File: config.mk
export PLATFORM = sky130hd
export DESIGN_NAME = mux_8_rr
export DESIGN_NICKNAME = d
export VERILOG_FILES = /design/src/rtl/mux_8_rr.sv
export SDC_FILE = /design/constraint.sdc
export NUM_CORES = 1
export LEC_CHECK = 0
export BUFFER_PORTS_ARGS = -buffer_cell sky130_fd_sc_hd__buf_2
export CAP_MARGIN = 20
export CORE_ASPECT_RATIO = 0.6
export CORE_MARGIN = 2
export CORE_UTILIZATION = 55
export DETAILED_ROUTE_END_ITERATION = 6
export PLACE_DENSITY_LB_ADDON = 0.1
export SYNTH_ARGS = -nofsm -noshare
export SYNTH_HDL_FRONTEND = slang
export SYNTH_SLANG_ARGS = --single-unit
export TNS_END_PERCENT = 1
File: constraint.sdc
create_clock -name clk_i -period 3.8 [get_ports clk_i]
set_input_delay 0.38 -clock clk_i [delete_from_list [all_inputs] [get_ports clk_i]]
set_output_delay 0.38 -clock clk_i [all_outputs]
set_load 0.02 [all_outputs]
File: src/rtl/mux_8_rr.sv
// mux_8_rr: gathers eight valid/ready source streams into one registered
// sink stream using round-robin arbitration, tagging each beat with its
// source index on sel_o.
// Optional feature: define MUX_8_RR_PKT_LOCK_EN to add last_k_i/last_o and
// hold the grant on one source until its end-of-packet beat is accepted.
module mux_8_rr #(
  parameter int DATA_WIDTH = 1
) (
  input  logic                  clk_i,
  input  logic                  rst_i,
  input  logic [DATA_WIDTH-1:0] data_0_i,
  input  logic [DATA_WIDTH-1:0] data_1_i,
  input  logic [DATA_WIDTH-1:0] data_2_i,
  input  logic [DATA_WIDTH-1:0] data_3_i,
  input  logic [DATA_WIDTH-1:0] data_4_i,
  input  logic [DATA_WIDTH-1:0] data_5_i,
  input  logic [DATA_WIDTH-1:0] data_6_i,
  input  logic [DATA_WIDTH-1:0] data_7_i,
  input  logic                  valid_0_i,
  input  logic                  valid_1_i,
  input  logic                  valid_2_i,
  input  logic                  valid_3_i,
  input  logic                  valid_4_i,
  input  logic                  valid_5_i,
  input  logic                  valid_6_i,
  input  logic                  valid_7_i,
  output logic                  ready_0_o,
  output logic                  ready_1_o,
  output logic                  ready_2_o,
  output logic                  ready_3_o,
  output logic                  ready_4_o,
  output logic                  ready_5_o,
  output logic                  ready_6_o,
  output logic                  ready_7_o,
`ifdef MUX_8_RR_PKT_LOCK_EN
  input  logic                  last_0_i,
  input  logic                  last_1_i,
  input  logic                  last_2_i,
  input  logic                  last_3_i,
  input  logic                  last_4_i,
  input  logic                  last_5_i,
  input  logic                  last_6_i,
  input  logic                  last_7_i,
  output logic                  last_o,
`endif
  output logic [DATA_WIDTH-1:0] data_o,
  output logic [2:0]            sel_o,
  output logic                  valid_o,
  input  logic                  ready_i
);

  logic [DATA_WIDTH-1:0] data_arr [8];
  logic [7:0]            valid_vec;
  logic [7:0]            ready_vec;
  logic [2:0]            ptr;
  logic                  slot_free;
  logic [2:0]            scan_idx;
  logic [2:0]            scan_winner;
  logic                  scan_found;
  logic [2:0]            winner;
  logic                  have_winner;
  logic                  accept;

`ifdef MUX_8_RR_PKT_LOCK_EN
  logic [7:0]            last_vec;
  logic                  locked;
  logic [2:0]            lock_idx;

  assign last_vec = {last_7_i, last_6_i, last_5_i, last_4_i,
                     last_3_i, last_2_i, last_1_i, last_0_i};
`endif

  assign data_arr[0] = data_0_i;
  assign data_arr[1] = data_1_i;
  assign data_arr[2] = data_2_i;
  assign data_arr[3] = data_3_i;
  assign data_arr[4] = data_4_i;
  assign data_arr[5] = data_5_i;
  assign data_arr[6] = data_6_i;
  assign data_arr[7] = data_7_i;

  assign valid_vec = {valid_7_i, valid_6_i, valid_5_i, valid_4_i,
                      valid_3_i, valid_2_i, valid_1_i, valid_0_i};

  assign slot_free = !valid_o || ready_i;

  // Priority scan starting at ptr: first valid source wins, wrapping past 7.
  always_comb begin
    scan_idx    = '0;
    scan_winner = '0;
    scan_found  = 1'b0;
    for (int i = 0; i < 8; i++) begin
      scan_idx = ptr + 3'(i);
      if (!scan_found && valid_vec[scan_idx]) begin
        scan_found  = 1'b1;
        scan_winner = scan_idx;
      end
    end
  end

  // A held packet lock overrides the scan; otherwise the scan result wins.
  always_comb begin
    winner      = scan_winner;
    have_winner = scan_found;
`ifdef MUX_8_RR_PKT_LOCK_EN
    if (locked) begin
      winner      = lock_idx;
      have_winner = 1'b1;
    end
`endif
  end

  // Only the winner sees ready, and only when the slot can take a beat.
  always_comb begin
    ready_vec = '0;
    if (slot_free && have_winner && !rst_i) begin
      ready_vec[winner] = 1'b1;
    end
  end

  assign accept = slot_free && have_winner && !rst_i && valid_vec[winner];

  assign ready_0_o = ready_vec[0];
  assign ready_1_o = ready_vec[1];
  assign ready_2_o = ready_vec[2];
  assign ready_3_o = ready_vec[3];
  assign ready_4_o = ready_vec[4];
  assign ready_5_o = ready_vec[5];
  assign ready_6_o = ready_vec[6];
  assign ready_7_o = ready_vec[7];

  // Output slot, round-robin pointer and packet lock state.
  always_ff @(posedge clk_i) begin
    if (rst_i) begin
      valid_o  <= 1'b0;
      data_o   <= '0;
      sel_o    <= '0;
      ptr      <= '0;
`ifdef MUX_8_RR_PKT_LOCK_EN
      last_o   <= 1'b0;
      locked   <= 1'b0;
      lock_idx <= '0;
`endif
    end else if (accept) begin
      valid_o <= 1'b1;
      data_o  <= data_arr[winner];
      sel_o   <= winner;
`ifdef MUX_8_RR_PKT_LOCK_EN
      last_o  <= last_vec[winner];
      if (last_vec[winner]) begin
        locked <= 1'b0;
        ptr    <= winner + 3'd1;
      end else begin
        locked   <= 1'b1;
        lock_idx <= winner;
      end
`else
      ptr     <= winner + 3'd1;
`endif
    end else if (ready_i) begin
      valid_o <= 1'b0;
    end
  end

endmodule

==> results of run 1 <==
## area by class of cell
class                      count  area, µm²  area share, %
clock buffer                   3       41.3           2.30
inverter                       9       33.8           1.88
multi-input combinational    144       1290           71.7
sequential                     8        160           8.91
tap                           32       40.0           2.23
timing repair buffer          41        234           13.0
## logic make-up after synthesis
logic type      share of synthesized area [%]
mux                                      32.8
compound gates                           28.3
fa+ha+maj                                2.50
flops                                    10.7
buf+inv                                  8.33
simple gates                             15.1
xor+xnor                                 2.33
## state kept, by name, summed over array words and instances (netlist names)
name / cells
valid_o: 1
sel_o: 3
data_o: 1
ptr: 3
## layout by cell type, fill, tap and decap left out, types with 2 or more instances in the layout
master     Yosys  routed
mux2i_1       14      11
nand2_1       10       9
o2111ai_1      4       4
ha_1           3       2
nor3b_1        2       2
clkbuf_8       0       3
nand3_1        7       7
buf_4          3       9
nor3b_2        2       2
mux4_2        10      10
inv_1          8       7
nor3_1         6       5
mux2i_2        0       3
dfxtp_1        8       8
nor2_1         9       9
o22ai_1        5       5
buf_2          4      31
a21boi_0       4       4
a311o_1        4       4
and2_1         2       2
o211a_1        2       2
o21ai_0        5       5
xnor2_1        3       3
nand2b_1       3       3
mux2_2         7       7
o211ai_1       2       2
a32o_2         0       2
mux2_1         3       3
a21oi_1       15      15
## metrics by stage
step	instance area [µm²]	power, mW	setup TNS (ns)	utilization, %
3_3_place_gp	1640	1.12	0	64.3
4_1_cts	1710	1.29	0	66.7
3_5_place_dp	1640	1.15	0	64.3
6_report	1800	1.42	0	70.3
2_1_floorplan	1500	0.978	0	-
5_1_grt	1800	1.52	-0.0782	70.3
## power groups by stage
stage | logic (mW) | registers, mW | clock network (mW)
CTS | 1.06 | 0.131 | 0.104
floorplan | 0.837 | 0.141 | 0
finish | 1.18 | 0.133 | 0.101
global route | 1.28 | 0.135 | 0.107
detailed placement | 1.02 | 0.132 | 0
global placement | 0.987 | 0.130 | 0
## worst max-delay path by stage
stage | from | to | cells past startpoint
6_report | ptr[1] | ready_7_o | 11
5_1_grt | ptr[1] | ready_6_o | 10
4_1_cts | ptr[1] | ready_1_o | 10
3_5_place_dp | ptr[1] | ready_0_o | 9
3_3_place_gp | ptr[0] | ready_7_o | 10
2_1_floorplan | ptr[0] | ready_0_o | 12
## synth_stat cells, types with 4 or more instances
master | number | area (µm²)
a21oi_1 | 15 | 75.1
mux2i_1 | 14 | 140
mux4_2 | 10 | 225
nand2_1 | 10 | 37.5
nor2_1 | 9 | 33.8
dfxtp_1 | 8 | 160
inv_1 | 8 | 30.0
mux2_2 | 7 | 78.8
nand3_1 | 7 | 35.0
nor3_1 | 6 | 30.0
o21ai_0 | 5 | 25.0
o22ai_1 | 5 | 31.3
a21boi_0 | 4 | 30.0
a311o_1 | 4 | 40.0
buf_2 | 4 | 20.0
clkbuf_1 | 4 | 15.0
o2111ai_1 | 4 | 35.0
## repair_timing
item / 4_1_cts / 5_1_grt
setup buffers: 1 / 4
hold buffers: 0 / 0
resized for setup: 3 / 11
pin swaps: 1 / 7
endpoints found under the setup margin: 8 / 8
gates cloned: 0 / 1
## layer usage
layer  routed length (µm)  global-route usage [%]  part of all wire (%)
met4                   33                    6.04                  0.72
met2                 2010                    43.9                    43
met3                  462                    5.24                    10
met1                 2110                    43.8                    46
met5                    0                       0                     0
==> key figures, run 1 <==
Setup path
  • Worst stage delay on the critical path: 0.35 ns
  • Reg-to-reg endpoint: data_o
  • Req. time, crit path: approximately 3.4 ns
  • Critical path endpoint category: primary output
  • CP Cell Sequence: clkinv_1 > ha_4 > buf_4 > mux2i_1 > mux2i_2 > o211ai_1 > o2111ai_1 > a32o_2 > or2_4 > nor3b_2 > buf_2
  • Critical Path Slowest Stage Cell: ha_4
  • Crit path buf inv count: 3
  • Reg2reg start: ptr[1]
  • Critical path's top delay family: compound AO/OA/AOI/OAI gates
  • Crit path kind: reg2out
  • CP arrival: around 3.3 ns
  • Flop2flop setup slack: 0.46 ns
  • Worst setup SP type: flop
  • Max Fanout on Critical Path: 9
  • R2R cell count: 12

Power and ir drop
  • Combinational power share: 83.5%
  • Sw Share: 52.0%
  • Sequential power share: 9.4%
  • PwrDens: a little under 800 nW/µm²
  • Leakage Power: between 0.7 and 0.8 nW
  • Peak VDD IR: 0.476 mV
  • Part of the power in the clock network: between 7 and 8%
  • Internal power: 0.681 mW
  • Psw: 0.737 mW

Synthesis
  • Area of the mapped netlist: 1500 µm²
  • Cell count after synthesis: 174
  • Synth Area per Inst: 8.64 µm²
  • Sequential fraction of the synthesis area: 10.7%
  • Synth Flop Type: dfxtp_1
  • Post-synthesis cell type count: just under 50
  • Yosys reg bits: 8
  • Syn_nets: 196
  • Async S/R FF share, synth: 0%
  • Synth Warn #: 0
  • Post-synth EDFFs: 0

Clock tree
  • Clock Path Buffers: 2
  • Clock Latency Late Sink: 0.23 ns
  • CTS Root Cell: clkbuf_8
  • CTS Buf Count: 3
  • CTS tree: built
  • Clock transition at the registers of the reported paths: around 0.04 ns
  • # H-tree levels: 1
  • CTS sink cnt: 8

Detailed routing
  • First-pass iteration count of the detailed router: 5
  • DRT Wirelength: 4.61 mm
  • DRT antenna net count: 0
  • Routed length per instance: 19.5 µm
  • Residual DRC count: 0
  • Routed vias: about 1600
  • Vias per cell: about 7
  • Iteration-0 DRC count of the detailed router: 170

GRT
  • Vias in the first global route: between 1000 and 1500
  • Total grt overflow: 0
  • Total track usage: 29.2%
  • First-pass GRT wire length: 7.16 mm
  • Initial antenna violation count: 0
  • Largest net degree at the start of global routing: 27

STA
  • Fin. Hold Viols: 0
  • PnR worst setup slack: 0.141 ns
  • Fin crit share: 96.3%
  • Final setup fails: 0
  • Crit path time final: 3.66 ns
  • Actual slew at the worst max-slew pin: 0.647 ns
  • Highest clock rate: 273 MHz
  • WHS: approximately 0.43 ns
  • Relative slew slack: 56.5%
  • Worst Skew: 0.00311 ns
  • Pins Over Slew Limit: 0

Floorplan
  • Starting density of the core: between 50% and 60%
  • I/O pin count: 32
  • Cell Rows: 14
  • DIE HEIGHT: 44.5 µm
  • Full die area: between 3000 and 4000 µm²
  • Die W: 71.5 µm
  • Core ar.: 2560 µm²

Finish
  • Layout fillers: just over 200
  • Antenna cell count: 0
  • Area grow syn2layout: 19.7%
  • Post-Layout Cell Count: 237
  • Net count, final: 229
  • Layout cells sized above 1: 39.5%

Worst hold path
  • Worst Hold Path Cells: 2
  • Worst Hold End: sel_o[0]
  • Hold WC Path Type: in2reg
  • Worst hold path startpoint: rst_i

Placement
  • Placed cell count: around 230
  • RePlAce Congestion: between 0.9 and 1
  • Post-DP HPWL: around 3.3 mm
  • Worst slack at placement: about 0.078 ns
  • PortBufs: 31

Job
  • Max-cap violations: 0

Status
  • Run status: finished clean
Note: power is estimated with default switching activity, not from simulation.
==> inputs of run 2 (changes only) <==
==> constraint.sdc (replaced) <==
create_clock -name clk_i -period 3.8 [get_ports clk_i]
set_input_delay 0.95 -clock clk_i [delete_from_list [all_inputs] [get_ports clk_i]]
set_output_delay 0.95 -clock clk_i [all_outputs]
set_load 0.02 [all_outputs]
==> run 2 against run 1 <==
The run now fails in global routing. Area after synthesis unchanged. Synthesized cell count unchanged.
==> key figures, run 2 <==
Status
  • Run status: stopped before the end
  • Last step reached: global routing
  • Tool error: [ERROR DPL-0033] detailed placement checks failed during check placement.

Clock tree
  • CTS sink cnt: 8 (unchanged)
  • CTS Buf Count: 3 (unchanged)
  • Clock Path Buffers: 2 (unchanged)
  • # H-tree levels: 1 (unchanged)
  • CTS Root Cell: clkbuf_8

Placement
  • PortBufs: 31 (unchanged)
  • Worst slack at placement: -0.431 ns (-0.508 ns)
  • RePlAce Congestion: 0.909 (-3.1%)
  • Post-DP HPWL: 4.08 mm (+23%)

Floorplan
  • Cell Rows: 14 (unchanged)
  • Die W: 71.5 µm (unchanged)
  • I/O pin count: 32 (unchanged)
  • DIE HEIGHT: 44.5 µm (unchanged)
  • Starting density of the core: 58.8% (unchanged)

Synthesis
  • Area of the mapped netlist: 1500 µm² (unchanged)
  • Post-synthesis cell type count: 49 (unchanged)
  • Synth Warn #: 0 (unchanged)
  • Most common cell in the netlist: a21oi_1
  • Synth Flop Type: dfxtp_1
  • Most frequent cells after synthesis: a21oi_1 (15), mux2i_1 (14), mux4_2 (10), nand2_1 (10), nor2_1 (9)
  • Post-synth EDFFs: 0 (unchanged)
  • Synth Area per Inst: 8.64 µm² (unchanged)
  • Syn_nets: 196 (unchanged)
  • Largest cells by area after synthesis: mux4_2 (15%), dfxtp_1 (11%), mux2i_1 (9.3%)
  • Async S/R FF share, synth: 0% (unchanged)
  • Cell count after synthesis: 174 (unchanged)
  • Dominant cell type by area after synthesis: mux4_2
  • Yosys reg bits: 8 (unchanged)
  • Sequential fraction of the synthesis area: 10.7% (unchanged)
  • Synth top area share: 15.0% (unchanged)

STA
  • Post-GRT worst EP: ready_6_o
  • WEP type: top-level output

GRT
  • Largest net degree at the start of global routing: 27
  • Initial antenna violation count: 0
-- run 2: cell counts after synthesis --
No cell type changed its count.
-- run 2: cells by family after synthesis --
kind of cell,after synthesis,synth area share [%]
buffers and inverters,23,8.33
xor gates and xnor gates,4,2.33
and+or+nand+nor,44,15.1
muxes,35,32.8
AOI/OAI and AO/OA,57,28.3
DFF,8,10.7
adders and majority gates,3,2.50
-- run 2: timing repair --
action | 4_1_cts
setup buffers | 2
resized for setup | 25
hold buffers | 0
pin swaps | 10
cloned | 1
setup endpoints to repair | 8
-- run 2: stage by stage --
step / util, % / hold slack (ns) / area, µm² / instances / TNS, ns
after CTS: 86.8 / 0.558 / 2220 / 275 / -2.89
after detailed placement: 82.6 / 0.455 / 2110 / 271 / -3.35
after global placement: 82.6 / 0.444 / 2110 / 271 / -2.76
after floorplan: - / 0.534 / 1630 / 174 / -0.276
==> inputs of run 3 (changes only) <==
Settings changed: CORE_ASPECT_RATIO 0.6 to not set, CORE_UTILIZATION 55 to 40, PLACE_DENSITY_LB_ADDON 0.1 to 0.15.
==> run 3 against run 2 <==
The flow now finishes, with violations (setup timing).
==> key figures, run 3 (synthesis results as in run 1) <==
Status
  • Run status: finished, violations left
  • Failing checks: setup timing

STA
  • Actual slew at the worst max-slew pin: 0.584 ns
  • Crit path time final: 4.12 ns
  • Fin crit share: 108%
  • Final setup fails: 8
  • WHS: 0.455 ns
  • Relative slew slack: 61.1%
  • Fin. Hold Viols: 0
  • PnR worst setup slack: -0.320 ns
  • RSZ-0062 raised after global routing: yes
  • Pins Over Slew Limit: 0
  • Highest clock rate: 243 MHz
  • Worst Skew: 0.00182 ns

Finish
  • Antenna cell count: 0
  • Post-Layout Cell Count: 298
  • Design area: approximately 2500 µm²
  • Reg area: ~160 µm²
  • Net count, final: 274
  • Footprint of the multi-input gates: 1480 µm²
  • Layout cells sized above 1: 59.2%
  • Commonest non-fill, non-tap cells in the layout: buf_4 (51), buf_6 (16), buf_2 (15), a21oi_1 (12), mux2i_1 (11)
  • Commonest non-fill, non-tap cell in the layout: buf_4
  • Layout fillers: 293
  • Biggest regs: ptr (3), sel_o (3)
  • Area grow syn2layout: 65.4%

GRT
  • Initial antenna violation count: 0
  • Largest net degree at the start of global routing: 27
  • Vias in the first global route: between 1500 and 2000
  • Total track usage: 22.6%
  • Total grt overflow: 0
  • First-pass GRT wire length: 7.61 mm

Setup path
  • Req. time, crit path: 2.85 ns
  • Critical path endpoint category: primary output
  • CP arrival: 3.17 ns
  • Flop2flop setup slack: 0.36 ns
  • R2R cell count: 14
  • Worst setup SP type: input port
  • Reg-to-reg endpoint: ptr[1]
  • Reg2reg start: ptr[1]
  • Max Fanout on Critical Path: 7
  • Crit path kind: in2out

Floorplan
  • DIE HEIGHT: 65.3 µm (+47%)
  • Cell Rows: 22 (+8)
  • Starting density of the core: 41.4% (-17 points)
  • Die W: 65.3 µm (-8.7%)
  • Core ar.: between 3000 and 4000 µm²
  • I/O pin count: 32 (unchanged)
  • Full die area: around 4300 µm²

Worst hold path
  • Worst hold path startpoint: sel_o[0]
  • Hold WC Path Type: reg2reg
  • Worst Hold End: sel_o[0]
  • Worst Hold Path Cells: 2

Power and ir drop
  • PwrDens: 811 nW/µm²
  • Peak VDD IR: 0.478 mV
  • Total power: approximately 2 mW
  • Leakage Power: around 1.1 nW

Clock tree
  • Clock Latency Late Sink: around 0.22 ns
  • CTS Root Cell: clkbuf_8
  • Clock Path Buffers: 2 (unchanged)
  • CTS sink cnt: 8 (unchanged)
  • CTS Buf Count: 3 (unchanged)
  • CTS tree: built
  • # H-tree levels: 1 (unchanged)
  • Clock transition at the registers of the reported paths: 0.04 ns

Placement
  • PortBufs: 31 (unchanged)
  • Post-DP HPWL: 3.60 mm (-12%)
  • RePlAce Congestion: 0.864 (-4.9%)
  • Cell Area, Placed: 2100 µm² (-0.83%)
  • Placed cell count: 282 (+4.1%)

Detailed routing
  • DRT antenna net count: 0
  • Routed vias: ~1800
  • Residual DRC count: 0
  • Routed length per instance: 17.3 µm
  • DRT Wirelength: 5.17 mm
  • First-pass iteration count of the detailed router: 4
  • Iteration-0 DRC count of the detailed router: 140
  • Vias per cell: approximately 6

Job
  • Max-cap violations: 0
[run 3: layer usage]
metal / GRT usage, % / part of all wire (%)
met2: 38.5 / 52
met4: 4.43 / 0.70
met3: 2.05 / 4.1
met1: 31.2 / 43
met5: 0 / 0
[run 3: worst max path at each step]
stage / from / to / cells after the start
after global placement: valid_3_i / ready_3_o / 10
after CTS: valid_3_i / ready_3_o / 10
after floorplan: valid_3_i / ready_3_o / 8
after global routing: valid_3_i / ready_7_o / 9
after detailed placement: valid_3_i / ready_3_o / 10
final: valid_3_i / ready_7_o / 9
[run 3: per-stage QoR]
step	utilization, %	setup TNS [ns]	worst slack, ns
global route	68.4	-2.89	-0.390
floorplan	-	-0.276	-0.0648
finish	68.4	-2.36	-0.320
detailed placement	57.7	-3.10	-0.416
global placement	57.7	-2.89	-0.406
CTS	61.3	-2.41	-0.338
[run 3: area by class of cell]
cell class / instances / share of cell area [%]
timing repair buffer: 86 / 28.5
multi-input combinational: 144 / 59.5
inverter: 9 / 1.41
clock buffer: 3 / 1.66
sequential: 8 / 6.54
tap: 48 / 2.42
[run 3: what timing repair did]
action,in CTS,in global routing
cloned,0,1
gates resized for setup,23,43
setup buffers,2,11
setup endpoints to repair,8,8
pin swaps,5,19
hold buffers,0,0
[run 3: worst max-delay path, stage by stage]
cell       delay, ns
buf_8           0.11
mux4_2          0.56
mux2_4          0.32
nor2_4          0.14
o2111ai_2       0.12
a32o_2          0.29
or2_4           0.31
nor3b_4         0.22
buf_6           0.14
[run 3: power by group]
part | total, mW | switching (mW) | internal (mW)
Sequential | 0.132 | 0.0221 | 0.110
Clock | 0.0985 | 0.0301 | 0.0683
Combinational | 1.79 | 0.900 | 0.887
